File: config.mk
export PLATFORM = sky130hd
export DESIGN_NAME = mipi_rx_lane_ctrl
export DESIGN_NICKNAME = d
export VERILOG_FILES = /design/src/rtl/mipi_rx_lane_ctrl.sv
export SDC_FILE = /design/constraint.sdc
export NUM_CORES = 1
export LEC_CHECK = 0
export ABC_AREA = 1
export CELL_PAD_IN_SITES_DETAIL_PLACEMENT = 1
export CELL_PAD_IN_SITES_GLOBAL_PLACEMENT = 1
export CORE_AREA = 2 2 83 85
export CTS_CLUSTER_DIAMETER = 30
export DETAILED_ROUTE_END_ITERATION = 6
export DIE_AREA = 0 0 85 87
export MAX_ROUTING_LAYER = met4
export PLACE_DENSITY_LB_ADDON = 0.3
export SETUP_SLACK_MARGIN = 0.15
export SYNTH_ARGS = -nofsm -noshare
export SYNTH_HDL_FRONTEND = slang
export SYNTH_SLANG_ARGS = --single-unit
File: constraint.sdc
create_clock -name BYTECLK -period 2.5 [get_ports BYTECLK]
set_clock_uncertainty 0.05 [all_clocks]
set_input_delay 0.75 -clock BYTECLK [delete_from_list [all_inputs] [get_ports BYTECLK]]
set_output_delay 0.75 -clock BYTECLK [all_outputs]
set_load 0.01 [all_outputs]
File: src/rtl/mipi_rx_lane_ctrl.sv
// MIPI D-PHY RX data lane control: LP entry, HS settle, sync search, byte alignment.
// Optional 1-bit sync-byte tolerance enabled by `define MIPI_RX_SOT_ERR_TOL_EN.
module mipi_rx_lane_ctrl #(
  parameter int unsigned TSETTLE      = 6,
  parameter int unsigned SYNC_TIMEOUT = 32
) (
  input  logic       BYTECLK,
  input  logic       RESET,
  input  logic       DRXLPP,
  input  logic       DRXLPN,
  input  logic [7:0] HSRXDATA,
  output logic       RXHSEN,
  output logic       HSDESEREN,
  output logic [7:0] DATA,
  output logic       DATAVALID,
  output logic       SYNC,
  output logic       ERRSYNC,
  output logic       SOTERR
);

  localparam logic [7:0] SYNC_BYTE   = 8'hB8;
  localparam logic [7:0] SETTLE_LAST = 8'(TSETTLE - 1);
  localparam logic [7:0] SEARCH_LAST = 8'(SYNC_TIMEOUT - 1);
  localparam logic [7:0] CNT_MAX     = 8'hFF;

  typedef enum logic [2:0] {
    IDLE,
    HSRQST,
    SETTLE,
    SEARCH,
    HSDATA,
    WAITSTOP
  } state_t;

  state_t      state;
  logic [1:0]  lp_s1;
  logic [1:0]  lp;
  logic [7:0]  prev;
  logic [15:0] win;
  logic [7:0]  cnt;
  logic [2:0]  off;
  logic        exact_hit;
  logic [2:0]  exact_off;
  logic        lock_hit;
  logic [2:0]  lock_off;
  logic        lock_err;
  logic [7:0]  data_w;

  // Two-flop synchronizer on the LP pair; stop state (11) out of reset
  always_ff @(posedge BYTECLK) begin
    if (RESET) begin
      lp_s1 <= 2'b11;
      lp    <= 2'b11;
    end else begin
      lp_s1 <= {DRXLPP, DRXLPN};
      lp    <= lp_s1;
    end
  end

  // Previous raw byte, lower half of the 16-bit alignment window
  always_ff @(posedge BYTECLK) begin
    if (RESET) prev <= 8'h00;
    else       prev <= HSRXDATA;
  end

  assign win    = {HSRXDATA, prev};
  assign data_w = win[off +: 8];

  // Lowest bit offset holding an exact sync byte
  always_comb begin
    exact_hit = 1'b0;
    exact_off = 3'd0;
    for (int k = 7; k >= 0; k--) begin
      if (win[k +: 8] == SYNC_BYTE) begin
        exact_hit = 1'b1;
        exact_off = 3'(k);
      end
    end
  end

`ifdef MIPI_RX_SOT_ERR_TOL_EN
  logic       near_hit;
  logic [2:0] near_off;

  function automatic logic one_bit_off(input logic [7:0] b);
    logic [7:0] x;
    x = b ^ SYNC_BYTE;
    return (x != 8'd0) && ((x & (x - 8'd1)) == 8'd0);
  endfunction

  // Lowest bit offset holding a sync byte with one flipped bit
  always_comb begin
    near_hit = 1'b0;
    near_off = 3'd0;
    for (int k = 7; k >= 0; k--) begin
      if (one_bit_off(win[k +: 8])) begin
        near_hit = 1'b1;
        near_off = 3'(k);
      end
    end
  end

  assign lock_hit = exact_hit | near_hit;
  assign lock_off = exact_hit ? exact_off : near_off;
  assign lock_err = ~exact_hit & near_hit;
`else
  assign lock_hit = exact_hit;
  assign lock_off = exact_off;
  assign lock_err = 1'b0;
`endif

  // Lane FSM; every output is registered alongside the state
  always_ff @(posedge BYTECLK) begin
    if (RESET) begin
      state     <= IDLE;
      cnt       <= 8'd0;
      off       <= 3'd0;
      RXHSEN    <= 1'b0;
      HSDESEREN <= 1'b0;
      DATA      <= 8'h00;
      DATAVALID <= 1'b0;
      SYNC      <= 1'b0;
      ERRSYNC   <= 1'b0;
      SOTERR    <= 1'b0;
    end else begin
      DATAVALID <= 1'b0;
      ERRSYNC   <= 1'b0;
      SOTERR    <= 1'b0;
      unique case (state)
        IDLE: begin
          if (lp == 2'b01) state <= HSRQST;
        end
        HSRQST: begin
          if (lp == 2'b00) begin
            state  <= SETTLE;
            cnt    <= 8'd0;
            RXHSEN <= 1'b1;
          end else if (lp[1]) begin
            state <= IDLE;
          end
        end
        SETTLE: begin
          if (lp == 2'b11) begin
            state  <= IDLE;
            RXHSEN <= 1'b0;
          end else if (cnt >= SETTLE_LAST) begin
            state     <= SEARCH;
            cnt       <= 8'd0;
            HSDESEREN <= 1'b1;
          end else if (cnt != CNT_MAX) begin
            cnt <= cnt + 8'd1;
          end
        end
        SEARCH: begin
          if (lp == 2'b11) begin
            state     <= IDLE;
            RXHSEN    <= 1'b0;
            HSDESEREN <= 1'b0;
          end else if (lock_hit) begin
            state  <= HSDATA;
            off    <= lock_off;
            SYNC   <= 1'b1;
            SOTERR <= lock_err;
          end else if (cnt >= SEARCH_LAST) begin
            state     <= WAITSTOP;
            ERRSYNC   <= 1'b1;
            RXHSEN    <= 1'b0;
            HSDESEREN <= 1'b0;
          end else if (cnt != CNT_MAX) begin
            cnt <= cnt + 8'd1;
          end
        end
        HSDATA: begin
          if (lp == 2'b11) begin
            state     <= IDLE;
            RXHSEN    <= 1'b0;
            HSDESEREN <= 1'b0;
            SYNC      <= 1'b0;
          end else begin
            DATA      <= data_w;
            DATAVALID <= 1'b1;
          end
        end
        WAITSTOP: begin
          if (lp == 2'b11) state <= IDLE;
        end
        default: state <= IDLE;
      endcase
    end
  end

endmodule
---- Word level (Yosys, flattened, before mapping) ----
Index checks and enable logic that the tools add are counted.
storage, ports and cells
  input port bits ......................... 12
  logic and storage cells ................. 116
  output and inout port bits .............. 14
  bits in registers ....................... 39
operators by class
  shift operators ......................... 1
  equality and inequality tests ........... 32
  bitwise logic cells ..................... 3
  magnitude comparators ................... 2
  add/sub/neg operators ................... 1
  reduce and logical (&&, ||, !) cells .... 17
  multiplexer cells ....................... 48
operators by type and width
  operator                                                                count
  8-bit equality test (second input constant)                             8
  8-bit two-way mux                                                       7
  3-bit two-way mux                                                       17
  8-bit case mux with 3 select lines                                      1
  1-bit two-way mux                                                       19
  2-bit != test (second input constant)                                   9
  16-bit by 4-bit variable part select with 8-bit output                  1
  3-bit case mux with 5 select lines                                      1
  3-bit != test (second input constant)                                   4
  6-bit AND reduction                                                     2
  5-bit AND reduction                                                     2
  3-bit nonzero test                                                      3
  8-bit by 1-bit adder with 8-bit output (second input constant)          1
  8-bit by 3-bit >= comparator with 1-bit output (second input constant)  1
  8-bit by 5-bit >= comparator with 1-bit output (second input constant)  1
  8-bit != test (second input constant)                                   1
  3-bit by 2-bit equality test with 1-bit output (second input constant)  2
  3-bit equality test (second input constant)                             2
  1-bit case mux with 3 select lines                                      2
  2-bit OR reduction                                                      3
  2-bit by 1-bit != test with 1-bit output (second input constant)        2
  4-bit != test (second input constant)                                   1
  4-bit AND reduction                                                     1
  4-bit OR reduction                                                      1
  other kinds (10)                                                        12

---- Logic depth before layout (Yosys ltp) ----
Gate-level depths: netlist of the first run.
  word-level depth ........................ 12
  depth in mapped cells ................... 12
  depth with buffers taken out ............ 12

---- Worst setup path before layout of the first run ----
Ideal clock, no wire load.
  path type ............................... input to register
  start point ............................. input port HSRXDATA[5]
  end point ............................... register RXHSEN
  setup slack ............................. 793 ps
  arrival time ............................ 1,544 ps
  setup time .............................. 113 ps
  path buffers ............................ 0
  required time ........................... 2,337 ps
  cell stages on the path ................. 12
  cell sequence ........................... inv_1 -> nand2_1 -> nor2_1 -> nand2_2 -> nand2_2 -> nor2_4 -> nand2_1 -> nand2_4 -> nand3_1 -> nand2_1 -> nand2_1 -> nor2_1
on the way
  longest elaborated chain between the ends .. 11
  elaborated cells between the ends (all ways) .. 12
  those cells by class .................... 3 x eq/ne; 8 x mux; 1 x reduce/logical
ends and longest elaborated chain
  item                                      line  source
  start, declared                           11    input logic [7:0] HSRXDATA,
  8-bit equality test                       74    if (win[k +: 8] == SYNC_BYTE) begin
  1-bit two-way mux                         74
  1-bit two-way mux (*) (7 in a row)        74
  3-bit != test (no source line) (*)        n/a
  5-bit AND reduction (no source line) (*)  n/a
  end signal, assigned                      118   RXHSEN <= 1'b0;
  end signal, assigned                      137   RXHSEN <= 1'b1;
  end signal, assigned                      145   RXHSEN <= 1'b0;
  end, declared                             12    output logic RXHSEN,
Every way passes the cells marked *; elsewhere a longest branch is shown, timed or not.
A chain may end at the register's enable or synchronous reset.

---- Final worst setup path of the first run ----
  start point ............................. input port HSRXDATA[5]
  end point ............................... register cnt[4]
on the way
  longest elaborated chain between the ends .. 11
  elaborated cells between the ends (all ways) .. 12
  those cells by class .................... 3 x eq/ne; 8 x mux; 1 x reduce/logical
ends and longest elaborated chain
  item                                      line  source
  8-bit equality test                       74
  1-bit two-way mux                         74
  1-bit two-way mux (*) (7 in a row)        74
  2-bit != test (no source line) (*)        n/a
  6-bit AND reduction (no source line) (*)  n/a
  end signal, assigned                      151   cnt <= cnt + 8'd1;
  end signal, assigned                      170   cnt <= cnt + 8'd1;
  end, declared                             40    logic [7:0] cnt;
Marks and branches as above.

==> results of run 1 <==
-- final timing paths --
kind	slack (ns)	cells after the start	endpoint	startpoint
worst min-delay path	0.37	1	lp[0]$_SDFF_PP1_	lp_s1[0]$_SDFF_PP1_
worst min register to register	0.37	1	lp[0]$_SDFF_PP1_	lp_s1[0]$_SDFF_PP1_
worst max-delay path	0.32	13	cnt[4]$_SDFFE_PP0P_	HSRXDATA[5]
worst max register to register	0.67	9	cnt[0]$_SDFFE_PP0P_	cnt[1]$_SDFFE_PP0P_
-- worst max-delay path, delay by kind of cell --
kind | cells | cell delay [ns]
buf+inv | 2 | 0.61
simple gates | 11 | 0.99
-- Yosys cell counts (all sizes together) (2+ instances only) --
| library cell | n | share of area |
|---|---|---|
| nor3 | 2 | 0.0065 |
| a21oi | 12 | 0.026 |
| inv | 47 | 0.076 |
| nand3 | 27 | 0.060 |
| nand2 | 110 | 0.19 |
| o211ai | 11 | 0.036 |
| ha | 3 | 0.016 |
| o21ai | 28 | 0.060 |
| or2 | 5 | 0.013 |
| nor2 | 62 | 0.11 |
| dfxtp | 39 | 0.34 |
| nand4 | 5 | 0.013 |
| buf | 4 | 0.011 |
| clkbuf | 8 | 0.017 |
-- flip-flops by register name, indices dropped and copies added (netlist names) --
register   cells
cnt            8
lp             2
off            3
ERRSYNC        1
lp_s1          2
SYNC           1
DATA           8
RXHSEN         1
HSDESEREN      1
prev           8
DATAVALID      1
state          3
-- where the power goes --
part	switching (mW)	internal, mW	total [mW]
logic	0.409	0.250	0.659
clock network	0.254	0.398	0.652
registers	0.0617	0.687	0.748
-- area by class of cell --
cell class                      instances  area share
Multi-Input combinational cell        273       0.464
Tap cell                               80      0.0356
Clock buffer                            5      0.0245
Clock inverter                          3      0.0240
Timing Repair Buffer                   32       0.110
Inverter                               48      0.0641
Sequential cell                        39       0.278
-- cell families after synthesis --
group	Yosys count	share of synthesized area
compound gates	54	0.132
xor+xnor	1	0.00378
fa+ha+maj	3	0.0162
buf+inv	60	0.106
flops	39	0.337
other cells	1	0.00162
simple gates	213	0.403
-- metal layers --
metal,up-vias,wire length (µm)
met5,-,0
met4,0,59
met3,6,230
met2,34,3110
met1,1134,3290
li1,1226,-
-- what timing repair did --
| action | CTS | global route |
|---|---|---|
| buffers inserted | 0 | 1 |
| gates resized for setup | 0 | 5 |
| hold endpoints to repair | 0 | 0 |
| endpoints found under the setup margin | 0 | 2 |
-- cell usage in the layout, fill, tap and decap left out, types with 5 or more instances in the layout --
| master | synthesis | routed |
|---|---|---|
| buf_4 | 2 | 8 |
| dfxtp_1 | 39 | 39 |
| nand3_1 | 26 | 26 |
| nand2_2 | 6 | 7 |
| o21ai_0 | 27 | 27 |
| a21oi_1 | 12 | 12 |
| nor2_1 | 58 | 58 |
| inv_2 | 6 | 6 |
| o211ai_1 | 11 | 11 |
| nand2_1 | 101 | 101 |
| or2_2 | 5 | 5 |
| nand4_1 | 5 | 5 |
| clkbuf_8 | 1 | 5 |
| clkdlybuf4s50_1 | 0 | 20 |
| inv_1 | 41 | 41 |
-- per-stage QoR --
stage               std cells  power (mW)  cell area (µm²)  setup TNS [ns]  hold WS, ns
floorplan                 371        1.22             2320               0        0.339
global placement          470        1.38             2650               0        0.346
detailed placement        470        1.41             2650        -0.00417        0.349
CTS                       478        2.07             2780               0        0.371
global route              480        2.19             2810               0        0.376
finish                    480        2.06             2810               0        0.368
==> results.yml, run 1 <==
run_status:
  outcome: "complete, no violations"
critical_path:
  slowest_stage: "clkdlybuf4s50_1"
  end_kind: "flop"
  crit_type: "input pin to flop"
  cp_cell_sequence: "clkdlybuf4s50_1 > inv_1 > nand2_1 > nor2_1 > nand2_2 > nand2_2 > nor2_4 > nand3_4 > nand2_4 > nand2_4 > nand2_1 > nand2_1 > nor2_1"
  crit_path_max_incr_delay_ns: 0.52
  worstPathArrival_ns: 2.35
  cp.required_ns: 2.68
  cp_max_fo: 7
  worstSetupStartpointType: "input pin"
  cpMostUsedCell: "nand2_1"
global_routing:
  grt-ovfl-total: 0
  busiest_layer: "met2"
  grt_first_pass_wirelength_mm: 11.0
  grt_max_degree: 21
  met1_usage: 0.252
  met2_usage: 0.303
  grt_usage: 0.192
  grtUsageMet3: 0.0322
  grt_pass1_vias: 2304
  antenna_found_initial: 0
clocking:
  h-tree-depth: 2
  postCtsHoldBufs: 0
  clk_pin_slew_ns: 0.08
  cts_sinks: 39
  clk_latency_ns: 0.30
  cts_root_buffer: "clkbuf_8"
  clock_path_buffers: 2
  numCtsBuffers: 5
  cts_tree: "done"
die:
  die_w_um: 85
  io_pins: 26
  coreArea_mm2: 0.00657
  initial_core_util: 0.353
  rows: 30
  die_area_mm2: 0.00740
  die_y_um: 87
synthesis:
  async_flop_share: 0
  ys_seq_elements: 39
  ys_seq_area_frac: 0.337
  synth_ff_type: "dfxtp_1"
  syn_area_per_cell_um2: 6.25
  synth_area_mm2: 0.00232
  yosysUniqueCellTypes: 32
  synth_warnings: 0
  synth_edf_count: 0
  syn_inst: 371
  synthesis.nets: 386
route:
  viasPerCell: 5.00
  avgRoutedWirePerCell_um: 13.9
  wl_mm: 6.69
  drtIter0Drc: 87
  drc: 0
  dr.pass1.iters: 4
  vias: 2400
  detail-route-antenna-nets: 0
finish:
  drive_above_1_share: 0.108
  ff_latch_area_um2: 781
  antenna_cells: 0
  final_core_utilization: 0.428
  nets: 414
  multiInputGateArea_mm2: 0.00131
  n_fill_cell: 878
  syn_to_final_growth_pct: 21.4
sta:
  post-route-period-util: 0.870
  max_freq_ghz: 0.460
  finalSetupViolCount: 0
  slew_headroom: 0.588
  min_period_ns: 2.18
  rsz0062_at_grt: "no"
  worst_pin_slew_ns: 0.617
  finalMaxSlewViolations: 0
  setup_ws_ns: 0.325
  hold_violations: 0
placement:
  io_buffers: 24
  place_hpwl_mm: 5.01
  place_congestion: 0.905
  preCtsSetupSlack_ns: -0.00417
power:
  leakagePower_nw: 1.32
  p_per_area_mw_per_mm2: 732
  ir_worst_vdd_mv: 0.336
hold_path:
  min_path_type: "flop to flop"
flow_run:
  max-cap-violations: 0
Power figures use the tool's default switching activity.
==> run 2, diff against run 1 <==
--- a/config.mk
+++ b/config.mk
@@ -14,6 +14,7 @@
 export DIE_AREA = 0 0 85 87
 export MAX_ROUTING_LAYER = met4
 export PLACE_DENSITY_LB_ADDON = 0.3
+export REMOVE_ABC_BUFFERS = 1
 export SETUP_SLACK_MARGIN = 0.15
 export SYNTH_ARGS = -nofsm -noshare
 export SYNTH_HDL_FRONTEND = slang
==> run 2 against run 1 <==
- worst hold slack lost 0.0041 ns
- die area unchanged
- combinational power is 2% lower
- routed wire length is 2.0% lower
==> results.yml, run 2 (synthesized netlist as in run 1, its figures left out) <==
run_status:
  outcome: "complete, no violations"
route:
  detail-route-antenna-nets: 0
  drtIter0Drc: 133
  dr.pass1.iters: 4
  drc: 0
  wl_mm: 6.55
  avgRoutedWirePerCell_um: 13.7
  vias: 2363
  viasPerCell: 4.95
finish:
  multiInputGateArea_mm2: 0.00129
  stdcell_area_mm2: 0.00279
  ff_latch_area_um2: 781
  syn_to_final_growth_pct: 20.4
  final_cell_mix: "101 x nand2_1, 58 x nor2_1, 41 x inv_1"
  layout_commonest_cell: "nand2_1"
  drive_above_1_share: 0.0982
  reg_top3: "DATA x8, cnt x8, prev x8"
  n_fill_cell: 881
  antenna_cells: 0
  nets: 411
sta:
  rsz0062_at_grt: "no"
  hold_violations: 0
  finalSetupViolCount: 0
  post-route-period-util: 0.882
  min_period_ns: 2.21
  setup_ws_ns: 0.294
  max_freq_ghz: 0.453
  finalMaxSlewViolations: 0
  whs_ns: 0.364
die:
  rows: 30
  coreArea_mm2: 0.00657
  die_w_um: 85
  die_y_um: 87
  die_area_mm2: 0.00740
  initial_core_util: 0.353
  io_pins: 26
critical_path:
  worstSetupStartpointType: "input pin"
  cpMostUsedCell: "nand2_1"
  worstPathArrival_ns: 2.39
  crit_path_max_incr_delay_ns: 0.57
  slowest_stage: "clkdlybuf4s50_1"
  cp_cell_sequence: "clkdlybuf4s50_1 > inv_1 > nand2_1 > nor2_1 > nand2_1 > nand2_1 > nor2_4 > nand3_2 > nand2_4 > nand2_4 > nand2_1 > nand2_1 > nor2_1"
  cp_max_fo: 9
  end_kind: "flop"
  crit_type: "input pin to flop"
  cp.required_ns: 2.68
global_routing:
  grt_first_pass_wirelength_mm: 11.5
  grtUsageMet3: 0.0341
  met2_usage: 0.319
  grt-ovfl-total: 0
  grt_pass1_vias: 2380
  met1_usage: 0.259
  busiest_layer: "met2"
  antenna_found_initial: 0
  grt_max_degree: 20
  grt_usage: 0.199
clocking:
  clk_pin_slew_ns: 0.07
  cts_tree: "done"
  h-tree-depth: 2
  cts_setup_buffers: 0
  clk_latency_ns: 0.30
  postCtsHoldBufs: 0
  cts_sinks: 39
  cts_root_buffer: "clkbuf_8"
  numCtsBuffers: 5
  clock_path_buffers: 2
placement:
  place_congestion: 0.857
  preCtsSetupSlack_ns: -0.0105
  io_buffers: 24
  placed_cell_area_mm2: 0.00265
  place_hpwl_mm: 5.02
power:
  p_per_area_mw_per_mm2: 728
  leakagePower_nw: 1.31
  ir_worst_vdd_mv: 0.305
hold_path:
  min_path_type: "flop to flop"
flow_run:
  max-cap-violations: 0
run 2: cell count changes in the layout (fill, tap and decap cells not counted), sizes merged:
cell / previous run / this run
nand2: 111 / 110
clkinvlp: 1 / 0
clkdlybuf4s50: 20 / 21
buf: 8 / 6
dlymetal6s2s: 4 / 3
clkbuf: 5 / 6
run 2: critical path: cells and delay by family:
kind | cells | cell delay, ns
AND/OR/NAND/NOR | 11 | 0.96
buffers and inverters | 2 | 0.67
run 2: layout make-up:
class,count,share of cell area
Multi-Input combinational cell,272,0.463
Sequential cell,39,0.280
Timing Repair Buffer,30,0.109
Inverter,48,0.0646
Tap cell,80,0.0359
Clock buffer,6,0.0260
Clock inverter,2,0.0215
run 2: where the power goes:
part | switching, mW | leakage (nW) | internal [mW] | total, mW
sequential | 0.0641 | 0.319 | 0.687 | 0.751
clock | 0.234 | 0.0654 | 0.399 | 0.633
combinational | 0.400 | 0.924 | 0.247 | 0.646
total | 0.698 | 1.31 | 1.33 | 2.03
run 2: metrics by stage:
step                      TNS [ns]  std cells   util  total power, mW
after floorplan                  0        359      -             1.22
after global placement           0        469  0.403             1.38
after detailed placement   -0.0179        469  0.403             1.41
after CTS                        0        477  0.424             2.05
after global routing             0        477  0.425             2.17
final                            0        477  0.425             2.03
run 2: timing repair:
item,CTS,global route
resized for setup,0,3
hold endpoints to repair,0,0
setup endpoints to repair,0,3
run 2: final timing paths:
check	depth (start not counted)	startpoint	slack, ns	end
hold reg to reg	1	lp_s1[0]$_SDFF_PP1_	0.36	lp[0]$_SDFF_PP1_
setup reg to reg	9	cnt[1]$_SDFFE_PP0P_	0.58	cnt[0]$_SDFFE_PP0P_
setup / recovery	13	HSRXDATA[3]	0.29	cnt[4]$_SDFFE_PP0P_
hold / removal	1	lp_s1[0]$_SDFF_PP1_	0.36	lp[0]$_SDFF_PP1_
run 2: routing by layer:
metal	part of all wire	wire [µm]
met1	0.51	3320
met2	0.45	2980
met3	0.024	155
met4	0.015	98
met5	0	0
